### src/rtl/axi4_mgr_sched.sv
// axi4_mgr_sched: round-robin scheduler sharing one axi4_mgr between NUM_REQ requesters.
// Optional watchdog with response drain is enabled by AXI4_MGR_SCHED_TIMEOUT_EN.
module axi4_mgr_sched #(
  parameter int NUM_REQ          = 4,
  parameter int AXI_ADDR_WIDTH   = 32,
  parameter int AXI_DATA_WIDTH   = 64,
  parameter int DATA_COUNT_WIDTH = 8,
  parameter int TIMEOUT_CYCLES   = 1024
) (
  input  logic                                 clk_i,
  input  logic                                 rst_i,
  input  logic [NUM_REQ-1:0]                   req_valid_i,
  output logic [NUM_REQ-1:0]                   req_ready_o,
  input  logic [NUM_REQ-1:0]                   req_we_i,
  input  logic [NUM_REQ*AXI_ADDR_WIDTH-1:0]    req_addr_i,
  input  logic [NUM_REQ*AXI_DATA_WIDTH-1:0]    req_wdata_i,
  input  logic [NUM_REQ*DATA_COUNT_WIDTH-1:0]  req_count_i,
  output logic [NUM_REQ-1:0]                   done_o,
  output logic [1:0]                           err_o,
  output logic [AXI_DATA_WIDTH-1:0]            rdata_o,
  output logic                                 busy_o,
  output logic [$clog2(NUM_REQ)-1:0]           grant_id_o,
  output logic [1:0]                           mgr_req_o,
  output logic [AXI_ADDR_WIDTH-1:0]            mgr_wr_addr_o,
  output logic [AXI_ADDR_WIDTH-1:0]            mgr_rd_addr_o,
  output logic [AXI_DATA_WIDTH-1:0]            mgr_data_o,
  output logic [DATA_COUNT_WIDTH-1:0]          mgr_wr_count_o,
  output logic [DATA_COUNT_WIDTH-1:0]          mgr_rd_count_o,
  input  logic [1:0]                           mgr_rsp_i,
  input  logic [1:0]                           mgr_wr_err_i,
  input  logic [1:0]                           mgr_rd_err_i,
  input  logic [AXI_DATA_WIDTH-1:0]            mgr_data_i
);
  localparam int IW = $clog2(NUM_REQ);
  localparam int AW = AXI_ADDR_WIDTH;
  localparam int DW = AXI_DATA_WIDTH;
  localparam int CW = DATA_COUNT_WIDTH;
`ifdef AXI4_MGR_SCHED_TIMEOUT_EN
  localparam int TW = $clog2(TIMEOUT_CYCLES + 1);
  typedef enum logic [1:0] {IDLE, REQ, DONE, DRAIN} state_t;
  logic [TW-1:0] tmo_q;
`else
  typedef enum logic [1:0] {IDLE, REQ, DONE} state_t;
`endif
  state_t state_q;
  logic [IW-1:0] ptr_q, gnt_d, nxt_d;
  logic we_q, rsp_hit;
  logic [AW-1:0] addr_q;
  logic [DW-1:0] wdata_q;
  logic [CW-1:0] count_q;
  logic [NUM_REQ-1:0] ready_q, done_q;
  logic [1:0] err_q, mgr_req_q;
  logic [DW-1:0] rdata_q, mgr_data_q;
  logic busy_q;
  logic [IW-1:0] grant_q;
  logic [AW-1:0] wr_addr_q, rd_addr_q;
  logic [CW-1:0] wr_count_q, rd_count_q;
  // Scan downwards so the lowest offset from the pointer wins.
  always_comb begin
    int j;
    j = 0;
    gnt_d = ptr_q;
    for (int k = NUM_REQ - 1; k >= 0; k--) begin
      j = (int'(ptr_q) + k) % NUM_REQ;
      if (req_valid_i[IW'(j)]) gnt_d = IW'(j);
    end
  end
  assign rsp_hit = we_q ? mgr_rsp_i[0] : mgr_rsp_i[1];
  assign nxt_d   = (grant_q == IW'(NUM_REQ - 1)) ? '0 : grant_q + 1'b1;
  always_ff @(posedge clk_i or posedge rst_i) begin
    if (rst_i) begin
      state_q    <= IDLE;
      ptr_q      <= '0;
      we_q       <= 1'b0;
      addr_q     <= '0;
      wdata_q    <= '0;
      count_q    <= '0;
      ready_q    <= '0;
      done_q     <= '0;
      err_q      <= '0;
      rdata_q    <= '0;
      busy_q     <= 1'b0;
      grant_q    <= '0;
      mgr_req_q  <= '0;
      wr_addr_q  <= '0;
      rd_addr_q  <= '0;
      mgr_data_q <= '0;
      wr_count_q <= '0;
      rd_count_q <= '0;
`ifdef AXI4_MGR_SCHED_TIMEOUT_EN
      tmo_q      <= '0;
`endif
    end else begin
      ready_q <= '0;
      done_q  <= '0;
      case (state_q)
        IDLE: if (|req_valid_i) begin
          ready_q <= NUM_REQ'(1) << gnt_d;
          we_q    <= req_we_i[gnt_d];
          addr_q  <= req_addr_i[gnt_d*AW +: AW];
          wdata_q <= req_wdata_i[gnt_d*DW +: DW];
          count_q <= req_count_i[gnt_d*CW +: CW];
          grant_q <= gnt_d;
          busy_q  <= 1'b1;
          state_q <= REQ;
`ifdef AXI4_MGR_SCHED_TIMEOUT_EN
          tmo_q   <= '0;
`endif
        end
        REQ: begin
`ifdef AXI4_MGR_SCHED_TIMEOUT_EN
          tmo_q <= tmo_q + 1'b1;
`endif
          // First REQ cycle launches the command; the manager can only answer afterwards.
          if (mgr_req_q == 2'b00) begin
            mgr_req_q  <= we_q ? 2'b01 : 2'b10;
            wr_addr_q  <= we_q ? addr_q : '0;
            rd_addr_q  <= we_q ? '0 : addr_q;
            mgr_data_q <= we_q ? wdata_q : '0;
            wr_count_q <= we_q ? count_q : '0;
            rd_count_q <= we_q ? '0 : count_q;
          end else if (rsp_hit) begin
            err_q     <= we_q ? mgr_wr_err_i : mgr_rd_err_i;
            rdata_q   <= we_q ? rdata_q : mgr_data_i;
            mgr_req_q <= '0;
            done_q    <= NUM_REQ'(1) << grant_q;
            state_q   <= DONE;
`ifdef AXI4_MGR_SCHED_TIMEOUT_EN
          end else if (tmo_q == TW'(TIMEOUT_CYCLES - 1)) begin
            err_q     <= 2'b11;
            rdata_q   <= '0;
            mgr_req_q <= '0;
            done_q    <= NUM_REQ'(1) << grant_q;
            state_q   <= DRAIN;
`endif
          end
        end
        DONE: begin
          busy_q  <= 1'b0;
          ptr_q   <= nxt_d;
          state_q <= IDLE;
        end
`ifdef AXI4_MGR_SCHED_TIMEOUT_EN
        DRAIN: if (rsp_hit) begin
          busy_q  <= 1'b0;
          ptr_q   <= nxt_d;
          state_q <= IDLE;
        end
`endif
        default: state_q <= IDLE;
      endcase
    end
  end
  assign req_ready_o    = ready_q;
  assign done_o         = done_q;
  assign err_o          = err_q;
  assign rdata_o        = rdata_q;
  assign busy_o         = busy_q;
  assign grant_id_o     = grant_q;
  assign mgr_req_o      = mgr_req_q;
  assign mgr_wr_addr_o  = wr_addr_q;
  assign mgr_rd_addr_o  = rd_addr_q;
  assign mgr_data_o     = mgr_data_q;
  assign mgr_wr_count_o = wr_count_q;
  assign mgr_rd_count_o = rd_count_q;
endmodule

### config.mk
export PLATFORM = sky130hd
export DESIGN_NAME = axi4_mgr_sched
export DESIGN_NICKNAME = d
export VERILOG_FILES = /design/src/rtl/axi4_mgr_sched.sv
export SDC_FILE = /design/constraint.sdc
export NUM_CORES = 1
export LEC_CHECK = 0
export BUFFER_PORTS_ARGS = -buffer_cell sky130_fd_sc_hd__buf_2
export CORE_AREA = 2 2 281 283
export DETAILED_ROUTE_END_ITERATION = 8
export DIE_AREA = 0 0 283 285
export PLACE_DENSITY = 0.48
export SLEW_MARGIN = 10
export SYNTH_ARGS = -nofsm -noshare
export SYNTH_HDL_FRONTEND = slang
export SYNTH_SLANG_ARGS = --single-unit
### constraint.sdc
create_clock -name clk_i -period 12.18 [get_ports clk_i]
set_clock_uncertainty 0.05 [all_clocks]
set_input_delay 1.827 -clock clk_i [delete_from_list [all_inputs] [get_ports clk_i]]
set_output_delay 1.827 -clock clk_i [all_outputs]
set_load 0.01 [all_outputs]
After elaboration in Yosys (flattened, before gate mapping)

Cells that the tools add are included.

$add $sub $neg: 4
Magnitude comparators: 5
Equal/unequal tests: 6
Shift operators: 5
Multiplexer cells: 40
Bitwise operators: 2
Reduce and logical (&&, ||, !) cells: 12

Operators by type and width:

| cell                                                        | number |
|---|---|
| indexed part select 256 x 9 -> 64 bit                       | 1 |
| indexed part select 128 x 8 -> 32 bit                       | 1 |
| two-way mux 32 bit                                          | 2 |
| two-way mux 64 bit                                          | 1 |
| indexed part select 32 x 6 -> 8 bit                         | 1 |
| two-way mux 2 bit                                           | 12 |
| two-way mux 4 bit                                           | 5 |
| less-than comparator 2 x 4 -> 1 bit (second input constant) | 4 |
| two-way mux 8 bit                                           | 2 |
| two-way mux 1 bit                                           | 11 |
| binary-select mux 1 bit (select 2 bit)                      | 5 |
| AND reduction 2 bit                                         | 4 |
| left shift 1 x 2 -> 4 bit (first input constant)            | 2 |
| inequality test 2 bit (second input constant)               | 3 |
| AND reduction 3 bit                                         | 2 |
| adder 2 x 1 -> 2 bit (second input constant)                | 2 |
| adder 2 bit (second input constant)                         | 2 |
| equality test 2 bit (second input constant)                 | 2 |
| zero test 2 bit                                             | 2 |
| case mux 2 bit (2 select lines)                             | 1 |
| AND reduction 4 bit                                         | 1 |
| nonzero test 2 bit                                          | 2 |
| OR reduction 4 bit                                          | 1 |
| less-than comparator 2 x 3 -> 1 bit (second input constant) | 1 |
| 3 further kinds                                             | 4 |

Flip-flop bits (word level): 332
Input bits: 496
Output and inout port bits: 223
Logic and storage cells: 92

Depth between registers and ports, before layout

Depth after elaboration: 11
Gate-level depth with buffers: 9

Least setup slack after synthesis

Ideal clock, no wire load.

Kind: input -> register
Start point: input port req_valid_i[3]
End point: register wdata_q[19]
Setup time: 126 ps
Arrival: 3366 ps
Slack: 8638 ps
Stages on the path: 7
Buffers on the path: 2
Path through: or3_1 > nand4b_2 > nand2_4 > buf_6 > buf_6 > mux2_1 > a221o_1

Cells in the longest elaborated chain, start to end: 8

RTL lines:

| item                                                  | line | text |
|---|---|---|
| start, declared                                       | 12   | `input logic [NUM_REQ-1:0] req_valid_i,` |
| binary-select mux 1 bit (select 2 bit)                | 65   | `if (req_valid_i[IW'(j)]) gnt_d = IW'(j);` |
| two-way mux 1 bit (not written as such) (2 in series) | 65   |  |
| two-way mux 2 bit (4 in series)                       | 65   |  |
| indexed part select 256 x 9 -> 64 bit                 | 101  | `wdata_q <= req_wdata_i[gnt_d*DW +: DW];` |
| end signal, assigned                                  | 101  |  |
| end, declared                                         | 49   | `logic [DW-1:0] wdata_q;` |

Several ways; a longest one is shown, not always the timed one. The select of a mux whose other input is x is not followed.
A chain may end at the register's enable or synchronous reset.

Final worst setup path

Start point: input port req_valid_i[3]
End point: register wdata_q[0]

The elaborated chain is that of the path after synthesis.

==> impl_metrics.ini <==
[timing]
fin_crit_ns = 4.71
upper_clock_frequency_limit_ghz = 0.212
grt_setup_unrepaired = false
setup-tns-final_ns = 0
final_cycle_share_pct = 38.7
hold_viol = 0
timing_worst_slew_pin_value_ns = 1.30
setup_viol = 0
timing.slew.headroom_pct = 13.4
finalMaxSlewViolations = 0

[critical_path]
worst_ep_required_time_ns = 12.57
setup.worst_path.end_class = flip-flop
crit_fanout = 107
crit_path_start_kind = input pin
timing_worst_setup_path_type = input pin to flip-flop
cp_data_arrival_time_ns = 5.10

[cts]
cts_post_setup_buffers_inserted = 0
htree_levels = 2
clock_sinks = 332
root_buffer = sky130_fd_sc_hd__clkbuf_16
max-clock-path-buffers = 3
clock_slew_seen_by_the_registers_of_the_worst_setup_and_hold_paths_ns = 0.06
clock_latency_ns = 0.56
tritoncts.num_buffers = 41
quantity_of_hold_fixing_buffers_added_after_cts = 0
post_cts_resize_count = 0
cts_tree = built

[die]
row_count = 103
die_footprint_sq_um = 80700
core_region_area_sq_um = 78000
die_y_um = 285
ioPinCount = 719
floorplan.initialDensity_pct = 20.4
die_width_um = 283

[power_and_ir_drop]
combPwrFrac_pct = 43.7
clockPowerShare_pct = 21.9
swShare_pct = 41.7
power_density_nw_per_um2 = 264
total_switching_power_mw = 2.40
intPower_mw = 3.35
sequentialPowerShare_pct = 34.4
ir_drop_uv = 151
p_leak_nw = 10.9

[global_routing]
first_global_vias = 15467
first_pass_grt_wire_length_mm = 102
grt_antenna_before_repair = 14
grt_max_degree = 108
gr-total-overflow = 0
aggregate_global_route_resource_usage_pct = 16.8

[synthesis]
yosysTopAreaCellShare_pct = 52.3
ys_seq_elements = 332
synth_fp_nets = 2070
syn-instance-count = 1570
yosys_most_used_dff = sky130_fd_sc_hd__dfrtp_1
mean_instance_size_in_the_synthesized_netlist_sq_um = 10.1
synth_sequential_area_ratio_pct = 52.3
synthDominantAreaCellType = sky130_fd_sc_hd__dfrtp_1
unique_masters_post_synth = 38
cell_area_after_synthesis_sq_um = 15900
ys_async_sr_fraction_pct = 100
synth.yosys.warnings = 0
synth.area.top_cells = sky130_fd_sc_hd__dfrtp_1 52%, sky130_fd_sc_hd__mux2_2 10%, sky130_fd_sc_hd__nand3_1 6.6%, sky130_fd_sc_hd__a221o_1 6.6%, sky130_fd_sc_hd__nand2_1 6.0%
synth_enable_flop_cells = 0

[finish]
nets = 2705
area_growth_pct = 37.3
postLayoutCoreUtil_pct = 28.0
layout-drive-gt1-share_pct = 43.8
final_design_area_no_fill_sq_um = 21800
num-fill-cells = 8398

[routing]
routed_wire_length_per_instance_um = 21.5
drt-pass1-iter-count = 5
detail_route.drc_violations = 0
drt_first_iter_violations = 895
postRouteWirelength_mm = 70.9
route.antenna.remaining_nets = 0
viasPerCell = 4.59
dr_total_vias = 15131

[place]
gp_congestion = 0.885
post-dp-hpwl_mm = 51.7
dpl_cell_area_sq_um = 20400
port-buffer-count = 718

[min_path]
worst_hold_path_type = flip-flop to flip-flop

[job]
timing.max_cap.violations = 0

[outcome]
run_status = completed
-- synthesized netlist by cell type, types with 9 or more instances --
library cell and instances:
sky130_fd_sc_hd__a21oi_1 106, sky130_fd_sc_hd__a221o_1 104, sky130_fd_sc_hd__buf_1 15, sky130_fd_sc_hd__buf_2 26, sky130_fd_sc_hd__clkbuf_1 100, sky130_fd_sc_hd__dfrtp_1 332, sky130_fd_sc_hd__mux2_1 9, sky130_fd_sc_hd__mux2_2 142
sky130_fd_sc_hd__mux2_4 18, sky130_fd_sc_hd__nand2_1 255, sky130_fd_sc_hd__nand2b_1 44, sky130_fd_sc_hd__nand3_1 209, sky130_fd_sc_hd__nor2_1 16, sky130_fd_sc_hd__o21ai_0 146
-- power by group through the flow --
stage / clock (mW) / sequential (mW) / combinational (mW)
2_1_floorplan: 0 / 2.04 / 1.42
3_3_place_gp: 0 / 1.99 / 2.51
3_5_place_dp: 0 / 2.00 / 2.56
4_1_cts: 1.30 / 1.99 / 2.57
5_1_grt: 1.35 / 2.04 / 2.75
6_report: 1.26 / 1.98 / 2.52
-- per-stage QoR --
step           power, mW  std cells  hold slack, ns  setup WS (ns)
5_1_grt             6.14       3292           0.432           7.46
2_1_floorplan       3.46       1570           0.417           1.11
6_report            5.75       3298           0.410           7.47
4_1_cts             5.86       3287           0.414           7.60
3_3_place_gp        4.50       3212           0.398           7.02
3_5_place_dp        4.56       3212           0.400           7.01
-- cells in the final DEF (no fill, tap or decap), types with 15 or more instances in the layout --
cell                        instances
sky130_fd_sc_hd__clkbuf_16         43
sky130_fd_sc_hd__mux2_2           142
sky130_fd_sc_hd__a221o_1          104
sky130_fd_sc_hd__dfrtp_1          331
sky130_fd_sc_hd__nor2_1            15
sky130_fd_sc_hd__a21oi_1          106
sky130_fd_sc_hd__nand2_1          254
sky130_fd_sc_hd__mux2_4            18
sky130_fd_sc_hd__nand2b_1          44
sky130_fd_sc_hd__buf_4             20
sky130_fd_sc_hd__nand3_1          209
sky130_fd_sc_hd__o21ai_0          146
sky130_fd_sc_hd__buf_2            718
-- flip-flops by register name, indices dropped and copies added (netlist names) --
register        flops
mgr_wr_count_o      8
count_q             8
mgr_data_o         64
addr_q             32
ptr_q               2
done_o              4
mgr_rd_addr_o      32
mgr_rd_count_o      8
err_o               2
we_q                1
state_q             2
rdata_o            64
mgr_req_o           2
wdata_q            64
req_ready_o         4
mgr_wr_addr_o      32
busy_o              1
grant_id_o          2
-- critical path, cell delays in order --
cell and delay [ns]:
sky130_fd_sc_hd__buf_2 0.16, sky130_fd_sc_hd__or3_1 0.45, sky130_fd_sc_hd__nand4b_4 0.12, sky130_fd_sc_hd__buf_4 0.55, sky130_fd_sc_hd__nand2_8 0.60, sky130_fd_sc_hd__mux2_1 0.66
sky130_fd_sc_hd__a221o_1 0.32
-- final cells by class --
cell class	instances	area, sq um	share of cell area (%)
well taps	1050	1310	6.02
inverters	3	18.8	0.0860
flip-flops and latches	332	8310	38.1
multi-input cells	1089	7030	32.2
clock inverters	15	143	0.654
diodes	11	27.5	0.126
clock buffers	60	1230	5.64
repair buffers	738	3740	17.2
-- worst paths after layout --
check	startpoint	endpoint	slack, ns	depth (start not counted)
max in group asynchronous	rst_i	mgr_rd_addr_o[10]	8.49	4
setup reg to reg	ptr_q[1]	wdata_q[0]	8.38	6
setup / recovery	req_valid_i[3]	wdata_q[0]	7.47	7
hold / removal	mgr_data_o[12]	mgr_data_o[12]	0.41	2
min in group asynchronous	rst_i	rdata_o[57]	1.31	2
hold reg to reg	mgr_data_o[12]	mgr_data_o[12]	0.41	2
-- logic make-up after synthesis --
family,Yosys count,synth area share [%]
multiplexers,174,12.7
AO/OA/AOI/OAI,370,15.2
flip-flops,332,52.3
buffers and inverters,149,3.96
adder cells (fa/ha/maj),4,0.315
AND/OR/NAND/NOR,541,15.5
-- layer usage --
| layer | track usage [%] | share of wire [%] |
|---|---|---|
| met1 | 20.6 | 41 |
| met2 | 28.7 | 49 |
| met3 | 3.90 | 6.4 |
| met4 | 6.38 | 3.7 |
| met5 | 0 | 0.016 |
No activity file was read; power rests on OpenSTA's default activity.
